==> src/rtl/park_pkg.sv <==
// Shared types and helpers for the parking-lot controller.
// The counter uses them, and so does the display driver (remain_t).
package park_pkg;

    localparam int PARK_CAPACITY_DEF = 12;
    localparam int REMAIN_W          = 4;

    typedef logic [REMAIN_W-1:0] remain_t;

    localparam remain_t REMAIN_ZERO = {REMAIN_W{1'b0}};
    localparam remain_t REMAIN_ONE  = {{(REMAIN_W-1){1'b0}}, 1'b1};

    // The caller's guards keep the result inside 0..capacity.
    // Simultaneous accepted inc/dec cancel.
    function automatic remain_t remain_step(input remain_t cur, input logic dec, input logic inc);
        remain_t nxt;
        nxt = cur;
        if (dec && !inc) begin
            nxt = cur - REMAIN_ONE;
        end else if (inc && !dec) begin
            nxt = cur + REMAIN_ONE;
        end else begin
            nxt = cur;
        end
        return nxt;
    endfunction

endpackage

==> src/rtl/btn_cond.sv <==
// Button conditioner: 2-flop synchronizer, optional debounce filter and a
// registered rising-edge one-pulse. The filter is built only when PARK_DEBOUNCE_EN is defined.
module btn_cond
    import park_pkg::*;
#(
    parameter int DB_LEN = 4
) (
    input  logic clk,
    input  logic rst,
    input  logic din,
    output logic ev
);

    logic sync1_q;
    logic sync2_q;
    logic level_s;
    logic prev_q;
    logic ev_q;

    if (DB_LEN < 1) begin : g_bad_db_len
        $error("btn_cond: DB_LEN must be at least 1");
    end

`ifdef PARK_DEBOUNCE_EN
    localparam int CNT_W = $clog2(DB_LEN + 1);
    localparam logic [CNT_W-1:0] CNT_LAST = CNT_W'(DB_LEN - 1);
    localparam logic [CNT_W-1:0] CNT_ONE  = CNT_W'(1'b1);

    logic [CNT_W-1:0] cnt_q;
    logic [CNT_W-1:0] cnt_d;
    logic             level_q;
    logic             level_d;

    // The level flips on the DB_LEN-th consecutive cycle of disagreement.
    always_comb begin
        level_d = level_q;
        cnt_d   = {CNT_W{1'b0}};
        if (sync2_q != level_q) begin
            if (cnt_q == CNT_LAST) begin
                level_d = sync2_q;
            end else begin
                cnt_d = cnt_q + CNT_ONE;
            end
        end else begin
            cnt_d = {CNT_W{1'b0}};
        end
    end

    always_ff @(posedge clk) begin
        if (rst) begin
            cnt_q   <= {CNT_W{1'b0}};
            level_q <= 1'b0;
        end else begin
            cnt_q   <= cnt_d;
            level_q <= level_d;
        end
    end

    assign level_s = level_q;
`else
    assign level_s = sync2_q;
`endif

    always_ff @(posedge clk) begin
        if (rst) begin
            sync1_q <= 1'b0;
            sync2_q <= 1'b0;
            prev_q  <= 1'b0;
            ev_q    <= 1'b0;
        end else begin
            sync1_q <= din;
            sync2_q <= sync1_q;
            prev_q  <= level_s;
            ev_q    <= level_s & ~prev_q;
        end
    end

    assign ev = ev_q;

endmodule

==> src/rtl/park_counter.sv <==
// Parking-lot occupancy counter: conditioned entry/exit events drive a guarded
// count of free spaces. Debounce latency is selected by PARK_DEBOUNCE_EN.
module park_counter
    import park_pkg::*;
#(
    parameter int CAPACITY = PARK_CAPACITY_DEF,
    parameter int DB_LEN   = 4
) (
    input  logic    clk,
    input  logic    rst,
    input  logic    btn_entry,
    input  logic    btn_exit,
    output remain_t remain,
    output logic    full,
    output logic    empty,
    output logic    reject
);

    localparam remain_t CAP_V = remain_t'(CAPACITY);

    if (CAPACITY < 1 || CAPACITY > 15) begin : g_bad_capacity
        $error("park_counter: CAPACITY must be in 1..15");
    end

    logic    ev_entry_s;
    logic    ev_exit_s;
    logic    entry_ok_s;
    logic    exit_ok_s;
    remain_t remain_q;
    remain_t remain_d;
    logic    reject_q;
    logic    reject_d;

    btn_cond #(.DB_LEN(DB_LEN)) u_entry (
        .clk (clk),
        .rst (rst),
        .din (btn_entry),
        .ev  (ev_entry_s)
    );

    btn_cond #(.DB_LEN(DB_LEN)) u_exit (
        .clk (clk),
        .rst (rst),
        .din (btn_exit),
        .ev  (ev_exit_s)
    );

    // Both events are judged against the count before this update.
    always_comb begin
        entry_ok_s = ev_entry_s && (remain_q != REMAIN_ZERO);
        exit_ok_s  = ev_exit_s && (remain_q != CAP_V);
        remain_d   = remain_step(remain_q, entry_ok_s, exit_ok_s);
        reject_d   = (ev_entry_s && !entry_ok_s) || (ev_exit_s && !exit_ok_s);
    end

    always_ff @(posedge clk) begin
        if (rst) begin
            remain_q <= CAP_V;
            reject_q <= 1'b0;
        end else begin
            remain_q <= remain_d;
            reject_q <= reject_d;
        end
    end

    assign remain = remain_q;
    assign reject = reject_q;
    assign full   = (remain_q == REMAIN_ZERO);
    assign empty  = (remain_q == CAP_V);

endmodule

==> config.mk <==
export PLATFORM = sky130hd
export DESIGN_NAME = park_counter
export DESIGN_NICKNAME = d
export VERILOG_FILES = /design/src/rtl/park_pkg.sv /design/src/rtl/btn_cond.sv /design/src/rtl/park_counter.sv
export SDC_FILE = /design/constraint.sdc
export NUM_CORES = 1
export LEC_CHECK = 0
export ABC_AREA = 1
export CAP_MARGIN = 20
export CELL_PAD_IN_SITES_DETAIL_PLACEMENT = 0
export CELL_PAD_IN_SITES_GLOBAL_PLACEMENT = 1
export CORE_MARGIN = 2
export CORE_UTILIZATION = 34
export CTS_BUF_LIST = sky130_fd_sc_hd__clkbuf_2
export DETAILED_ROUTE_END_ITERATION = 10
export HOLD_SLACK_MARGIN = 0.02
export PLACE_DENSITY_LB_ADDON = 0.2
export RECOVER_POWER = 25
export SETUP_SLACK_MARGIN = 0.15
export SYNTH_ARGS = -nofsm -noshare
export SYNTH_HDL_FRONTEND = slang
export SYNTH_HIERARCHICAL = 1
export SYNTH_SLANG_ARGS = --single-unit
==> constraint.sdc <==
create_clock -name clk -period 1.75 [get_ports clk]
set_input_delay 0.175 -clock clk [delete_from_list [all_inputs] [get_ports clk]]
set_output_delay 0.175 -clock clk [all_outputs]
set_load 0.02 [all_outputs]
==> flow_metrics.env, run 1 <==
export IMPL_instances_no_fill=108
export IMPL_hold_viol=0
export IMPL_r2r_end="remain[3]"
export IMPL_fp_dieArea_sq_um=2030
export IMPL_worst_slack_ns=0.0551
export IMPL_timing_rr_start="remain[2]"
export IMPL_place_ws_ns=0.00637
export IMPL_worstPathRequired_ns=1.92
export IMPL_cp_max_fo=4
export IMPL_area_growth_pct=42.8
export IMPL_cts_made_buffers=3
export IMPL_globalplace_congestion=0.786
export IMPL_p_sw_frac=0.271
export IMPL_design_area_sq_um=818
export IMPL_fin_crit_sh=0.969
export IMPL_fin_crit_ns=1.69
export IMPL_relSlewSlack=0.706
export IMPL_via_count=488
export IMPL_viasPerCell=4.52
export IMPL_ant_nets=0
export IMPL_grt_max_degree=11
export IMPL_path_common_cell="nand2_1"
export IMPL_pwr_share_seq=0.554
export IMPL_io_pins=11
export IMPL_ys_ff_latch=13
export IMPL_first_pass_iters=4
export IMPL_min_from="btn_exit"
export IMPL_die_w_um=45.1
export IMPL_utilization=0.531
export IMPL_h_tree_depth=1
export IMPL_cp_start_kind="flop"
export IMPL_antenna_found_initial=0
export IMPL_cts_path_max_buffers=2
export IMPL_fin_nets=101
export IMPL_setup_viol=0
export IMPL_drive_gt1_frac=0.348
export IMPL_antennaDiodeCount=0
export IMPL_ctsHoldBuffers=0
export IMPL_grt_usage=0.135
export IMPL_synthesis_nets=79
export IMPL_rsz0062_at_grt="true"
export IMPL_cap_viol_max_count=0
export IMPL_fmax_ghz=0.590
export IMPL_cpMaxStageDelayCell="dfxtp_4"
export IMPL_clock_sinks=13
export IMPL_grt_use_met2=0.226
export IMPL_insertion_delay_ns=0.26
export IMPL_grt_ovfl_total=0
export IMPL_busiest_layer="met2"
export IMPL_final_common_cell="inv_1"
export IMPL_port_buffers=10
export IMPL_use_met1=0.148
export IMPL_start_util=0.372
export IMPL_drt_iter0_drc=4
export IMPL_hp_class="input port to flop"
export IMPL_ys_seq_area_frac=0.454
export IMPL_tightest_slew_ns=0.440
export IMPL_cts_root_buf="clkbuf_2"
export IMPL_nFillCells=142
export IMPL_die_h_um=45.1
export IMPL_irDropWorstVdd_uv=473
export IMPL_r2r_cells=9
export IMPL_synth_area_sq_um=573
export IMPL_internal_power_uw=415
export IMPL_grt_pass1_vias=455
export IMPL_power_frac_clock=0.270
export IMPL_end_kind="flop"
export IMPL_drc=0
export IMPL_timing_hold_ws_ns=0.411
export IMPL_path_cells="nor4_4 -> nor2_2 -> ha_4 -> ha_4 -> or2_4 -> nand2_1 -> nand2_1 -> nand3_1 -> nand2_1"
export IMPL_cts_tree="done"
export IMPL_core_sq_um=1540
export IMPL_slew_violations=0
export IMPL_avgSynthCellArea_sq_um=8.07
export IMPL_dp_cells=100
export IMPL_yosysWarnings=6
export IMPL_grt_pass1_wl_um=1880
export IMPL_outcome="completed"
export IMPL_clkTransAtPathRegs_ns=0.12
export IMPL_p_switching_uw=154
export IMPL_syn_inst=71
export IMPL_synth_cell_types=17
export IMPL_worst_setup_path_type="flop to flop"
export IMPL_wl_per_cell_um=10.1
export IMPL_use_met3=0.0360
export IMPL_hold_end="u_exit/sync1_q"
export IMPL_dp_hpwl_um=831
export IMPL_r2r_slack_ns=0.06
export IMPL_crit_arrival_ns=1.87
export IMPL_p_per_area_nw_per_um2=696
export IMPL_p_leak_nw=0.400
export IMPL_pwr_share_comb=0.175
export IMPL_skew_ns=0.00254
export IMPL_totalWireLength_um=1090
export IMPL_whs_path_depth=3
export IMPL_post_dp_cell_area_sq_um=749
export IMPL_final_cell_mix="inv_1 (14), nand2_1 (9), dfxtp_1 (9)"
export IMPL_fp_row_count=14
export IMPL_max_stage_delay_ns=0.38
worst max-delay path: cells and delay by family, from the launching register on:
family	cells	cell delay (ns)
flops	1	0.38
fa+ha+maj	2	0.41
simple gates	7	0.82
final cells by class:
type	count	area (sq um)	share of cell area
timing repair buffer	17	154	0.188
sequential	13	270	0.330
multi-input combinational	41	290	0.355
inverter	17	63.8	0.0780
tap	16	20.0	0.0245
clock buffer	4	20.0	0.0245
registers in the layout, summed over array words and instances, names as in the netlist:
| name | cells |
|---|---|
| u_entry/prev_q | 1 |
| u_exit/prev_q | 1 |
| u_exit/sync1_q | 1 |
| u_exit/ev | 1 |
| u_entry/ev | 1 |
| u_entry/level_s | 1 |
| remain | 4 |
| reject | 1 |
| u_entry/sync1_q | 1 |
| u_exit/level_s | 1 |
stage by stage:
stage,setup TNS (ns),power (mW)
2_1_floorplan,-0.148,0.378
3_3_place_gp,0,0.419
3_5_place_dp,0,0.420
4_1_cts,0,0.578
5_1_grt,-0.0201,0.609
6_report,0,0.570
worst max-delay path by stage:
stage | startpoint | to | slack [ns] | cells past startpoint
after detailed placement | remain[3] | remain[3] | 0.006 | 9
after global placement | remain[3] | remain[3] | 0.004 | 9
after global routing | remain[2] | remain[3] | -0.02 | 10
final | remain[2] | remain[3] | 0.06 | 9
after CTS | remain[2] | remain[3] | 0.05 | 9
after floorplan | remain[3] | remain[3] | -0.10 | 9
cell families after synthesis:
| kind of cell | after synthesis | synth area share |
|---|---|---|
| flip-flops | 13 | 0.454 |
| AND/OR/NAND/NOR | 28 | 0.242 |
| buffers and inverters | 17 | 0.111 |
| XOR/XNOR | 1 | 0.0153 |
| adder cells (fa/ha/maj) | 4 | 0.100 |
| AO/OA/AOI/OAI | 8 | 0.0764 |
cell usage after synthesis, drive strengths merged:
cell	n	area, sq um
ha	3	37.5
or2	1	6.26
a21oi	5	28.8
nand2	12	50.1
nor2	10	45.1
o21ai	3	15.0
fa	1	20.0
dfxtp	13	260
nand3	4	25.0
nor4	1	12.5
inv	17	63.8
xor2	1	8.76
routing by layer:
layer  part of all wire  up-vias
met1               0.44      220
met4                  0        0
met5                  0        -
met2               0.52        9
li1                   -      259
met3              0.037        0
power by group through the flow:
stage               combinational (mW)  clock [mW]  sequential, mW
floorplan                       0.0463           0           0.332
global placement                0.0936           0           0.325
detailed placement              0.0944           0           0.326
CTS                              0.101       0.161           0.316
global route                     0.112       0.180           0.317
finish                          0.0999       0.154           0.316
timing repair:
item	in CTS	in global routing
buffers inserted	4	0
pin swaps	3	1
gates resized for setup	4	7
setup endpoints to repair	5	8
Power figures use the tool's default switching activity.
==> run 2: changes to the inputs <==
--- a/config.mk
+++ b/config.mk
@@ -19,5 +19,4 @@
 export SETUP_SLACK_MARGIN = 0.15
 export SYNTH_ARGS = -nofsm -noshare
 export SYNTH_HDL_FRONTEND = slang
-export SYNTH_HIERARCHICAL = 1
 export SYNTH_SLANG_ARGS = --single-unit
==> flow_metrics.env, run 2 <==
export IMPL_ys_seq_area_frac=0.464
export IMPL_worst_slack_ns=0.0306
export IMPL_drc=0
export IMPL_port_buffers=10
export IMPL_grt_pass1_vias=407
export IMPL_pwr_share_comb=0.193
export IMPL_viasPerCell=4.42
export IMPL_clock_sinks=13
export IMPL_cts_tree="done"
export IMPL_irDropWorstVdd_uv=357
export IMPL_cp_start_kind="flop"
export IMPL_drt_iter0_drc=13
export IMPL_ant_nets=0
export IMPL_worst_setup_path_type="flop to flop"
export IMPL_grt_usage=0.131
export IMPL_fmax_ghz=0.582
export IMPL_start_util=0.368
export IMPL_pwr_share_seq=0.541
export IMPL_totalWireLength_um=1160
export IMPL_avgSynthCellArea_sq_um=8.01
export IMPL_die_w_um=44.6
export IMPL_fin_crit_sh=0.983
export IMPL_grt_pass1_wl_um=1790
export IMPL_setup_viol=0
export IMPL_rsz0062_at_grt="true"
export IMPL_yosysTopAreaCellShare=0.464
export IMPL_slew_violations=0
export IMPL_dp_hpwl_um=798
export IMPL_ys_ff_latch=13
export IMPL_fp_dieArea_sq_um=1990
export IMPL_tightest_slew_ns=0.439
export IMPL_power_frac_clock=0.265
export IMPL_yosysWarnings=0
export IMPL_globalplace_congestion=0.726
export IMPL_io_pins=11
export IMPL_hold_viol=0
export IMPL_largest_register_ffs=4
export IMPL_h_tree_depth=1
export IMPL_syn_inst=70
export IMPL_synth_most_common_cell="inv_1"
export IMPL_p_sw_frac=0.276
export IMPL_path_cells="nor4_4 -> nor2_2 -> ha_4 -> ha_4 -> or2_1 -> nand2_1 -> nand2_1 -> nand3_2 -> nand2_1"
export IMPL_core_sq_um=1520
export IMPL_synthesis_nets=78
export IMPL_wl_per_cell_um=10.6
export IMPL_antenna_found_initial=0
export IMPL_internal_power_uw=422
export IMPL_outcome="completed"
export IMPL_area_growth_pct=51.8
export IMPL_p_switching_uw=161
export IMPL_die_h_um=44.6
export IMPL_cpMaxStageDelayCell="dfxtp_4"
export IMPL_final_cell_mix="inv_1 (14), buf_4 (11), dfxtp_1 (9)"
export IMPL_timing_hold_ws_ns=0.376
export IMPL_cts_root_buf="clkbuf_2"
export IMPL_skew_ns=0.0147
export IMPL_end_kind="flop"
export IMPL_hp_class="flop to flop"
export IMPL_fin_setup_tns_ns=0
export IMPL_worstPathRequired_ns=1.93
export IMPL_path_common_cell="nand2_1"
export IMPL_synthTopCellsByCount="inv_1 (14), dfxtp_1 (13), nand2_1 (9), nor2_1 (9)"
export IMPL_drive_gt1_frac=0.340
export IMPL_insertion_delay_ns=0.26
export IMPL_cts_made_buffers=3
export IMPL_cp_max_fo=4
export IMPL_p_per_area_nw_per_um2=686
export IMPL_fin_nets=103
export IMPL_fp_row_count=14
export IMPL_utilization=0.558
export IMPL_synth_ff_type="dfxtp_1"
export IMPL_grt_ovfl_total=0
export IMPL_via_count=486
export IMPL_ys_async_sr_fraction=0
export IMPL_grt_max_degree=13
export IMPL_relSlewSlack=0.706
export IMPL_fin_crit_ns=1.72
export IMPL_cts_path_max_buffers=2
export IMPL_synth_cell_types=18
export IMPL_synthTopCellsByArea="dfxtp_1 (46%), inv_1 (9.4%), ha_1 (6.7%), nand2_1 (6.0%), nor2_1 (6.0%)"
export IMPL_synth_edf_count=0
export IMPL_max_stage_delay_ns=0.38
export IMPL_crit_arrival_ns=1.89
export IMPL_antennaDiodeCount=0
export IMPL_final_common_cell="inv_1"
export IMPL_synth_area_sq_um=561
export IMPL_synth_top_area_cell="dfxtp_1"
export IMPL_p_leak_nw=0.416
export IMPL_place_ws_ns=0.0348
export IMPL_clkTransAtPathRegs_ns=0.13
export IMPL_first_pass_iters=4
export IMPL_cap_viol_max_count=0
==> run 2: power by group through the flow <==
stage	Clock, mW	Sequential, mW	Combinational (mW)
3_3_place_gp	0	0.325	0.0988
6_report	0.155	0.316	0.113
3_5_place_dp	0	0.325	0.0996
2_1_floorplan	0	0.331	0.0468
5_1_grt	0.180	0.317	0.126
4_1_cts	0.163	0.317	0.104
==> run 2: per-stage QoR <==
step / power, mW / cells / instance area (sq um)
2_1_floorplan: 0.377 / 70 / 593
3_3_place_gp: 0.424 / 101 / 753
3_5_place_dp: 0.425 / 101 / 753
4_1_cts: 0.583 / 106 / 802
5_1_grt: 0.623 / 110 / 851
6_report: 0.583 / 110 / 851
==> run 2: cells by family after synthesis <==
family / Yosys count / share of synthesized area
AOI/OAI and AO/OA: 8 / 0.0781
xor gates and xnor gates: 1 / 0.0156
adders and majority gates: 4 / 0.103
buffers and inverters: 16 / 0.109
DFF: 13 / 0.464
and+or+nand+nor: 28 / 0.230
==> run 2: worst paths after layout <==
| kind | start | end | depth (start not counted) | slack [ns] |
|---|---|---|---|---|
| max | remain[3] | remain[3] | 9 | 0.03 |
| min | u_entry.prev_q | u_entry.ev | 1 | 0.38 |
| max reg2reg | remain[3] | remain[3] | 9 | 0.03 |
| min reg2reg | u_entry.prev_q | u_entry.ev | 1 | 0.38 |
==> run 2: routing by layer <==
layer  share of wire  global-route usage  wire length, um  vias up
met1            0.45               0.160              519      213
li1                -                   -                -      263
met2            0.50               0.197              575        8
met4          0.0052              0.0727                6        0
met5               0                   0                0        -
met3           0.050              0.0490               58        2
==> run 2: area by class of cell <==
| cell class | instances | area [sq um] |
|---|---|---|
| fill | 144 | 673 |
| multi-input combinational | 41 | 295 |
| sequential | 13 | 275 |
| timing repair buffer | 21 | 184 |
| inverter | 15 | 56.3 |
| clock buffer | 4 | 20.0 |
| tap | 16 | 20.0 |
==> run 2: worst max-delay path: cells and delay by family, from the launching register on <==
| family | cells | cell delay [ns] |
|---|---|---|
| and+or+nand+nor | 7 | 0.85 |
| adders and majority gates | 2 | 0.40 |
| DFF | 1 | 0.38 |
==> run 2: timing repair <==
action,CTS,global route
gates resized for setup,8,10
hold buffers,0,0
setup endpoints to repair,5,7
endpoints found under the hold margin,0,0
pin swaps,4,9
setup buffers,1,4
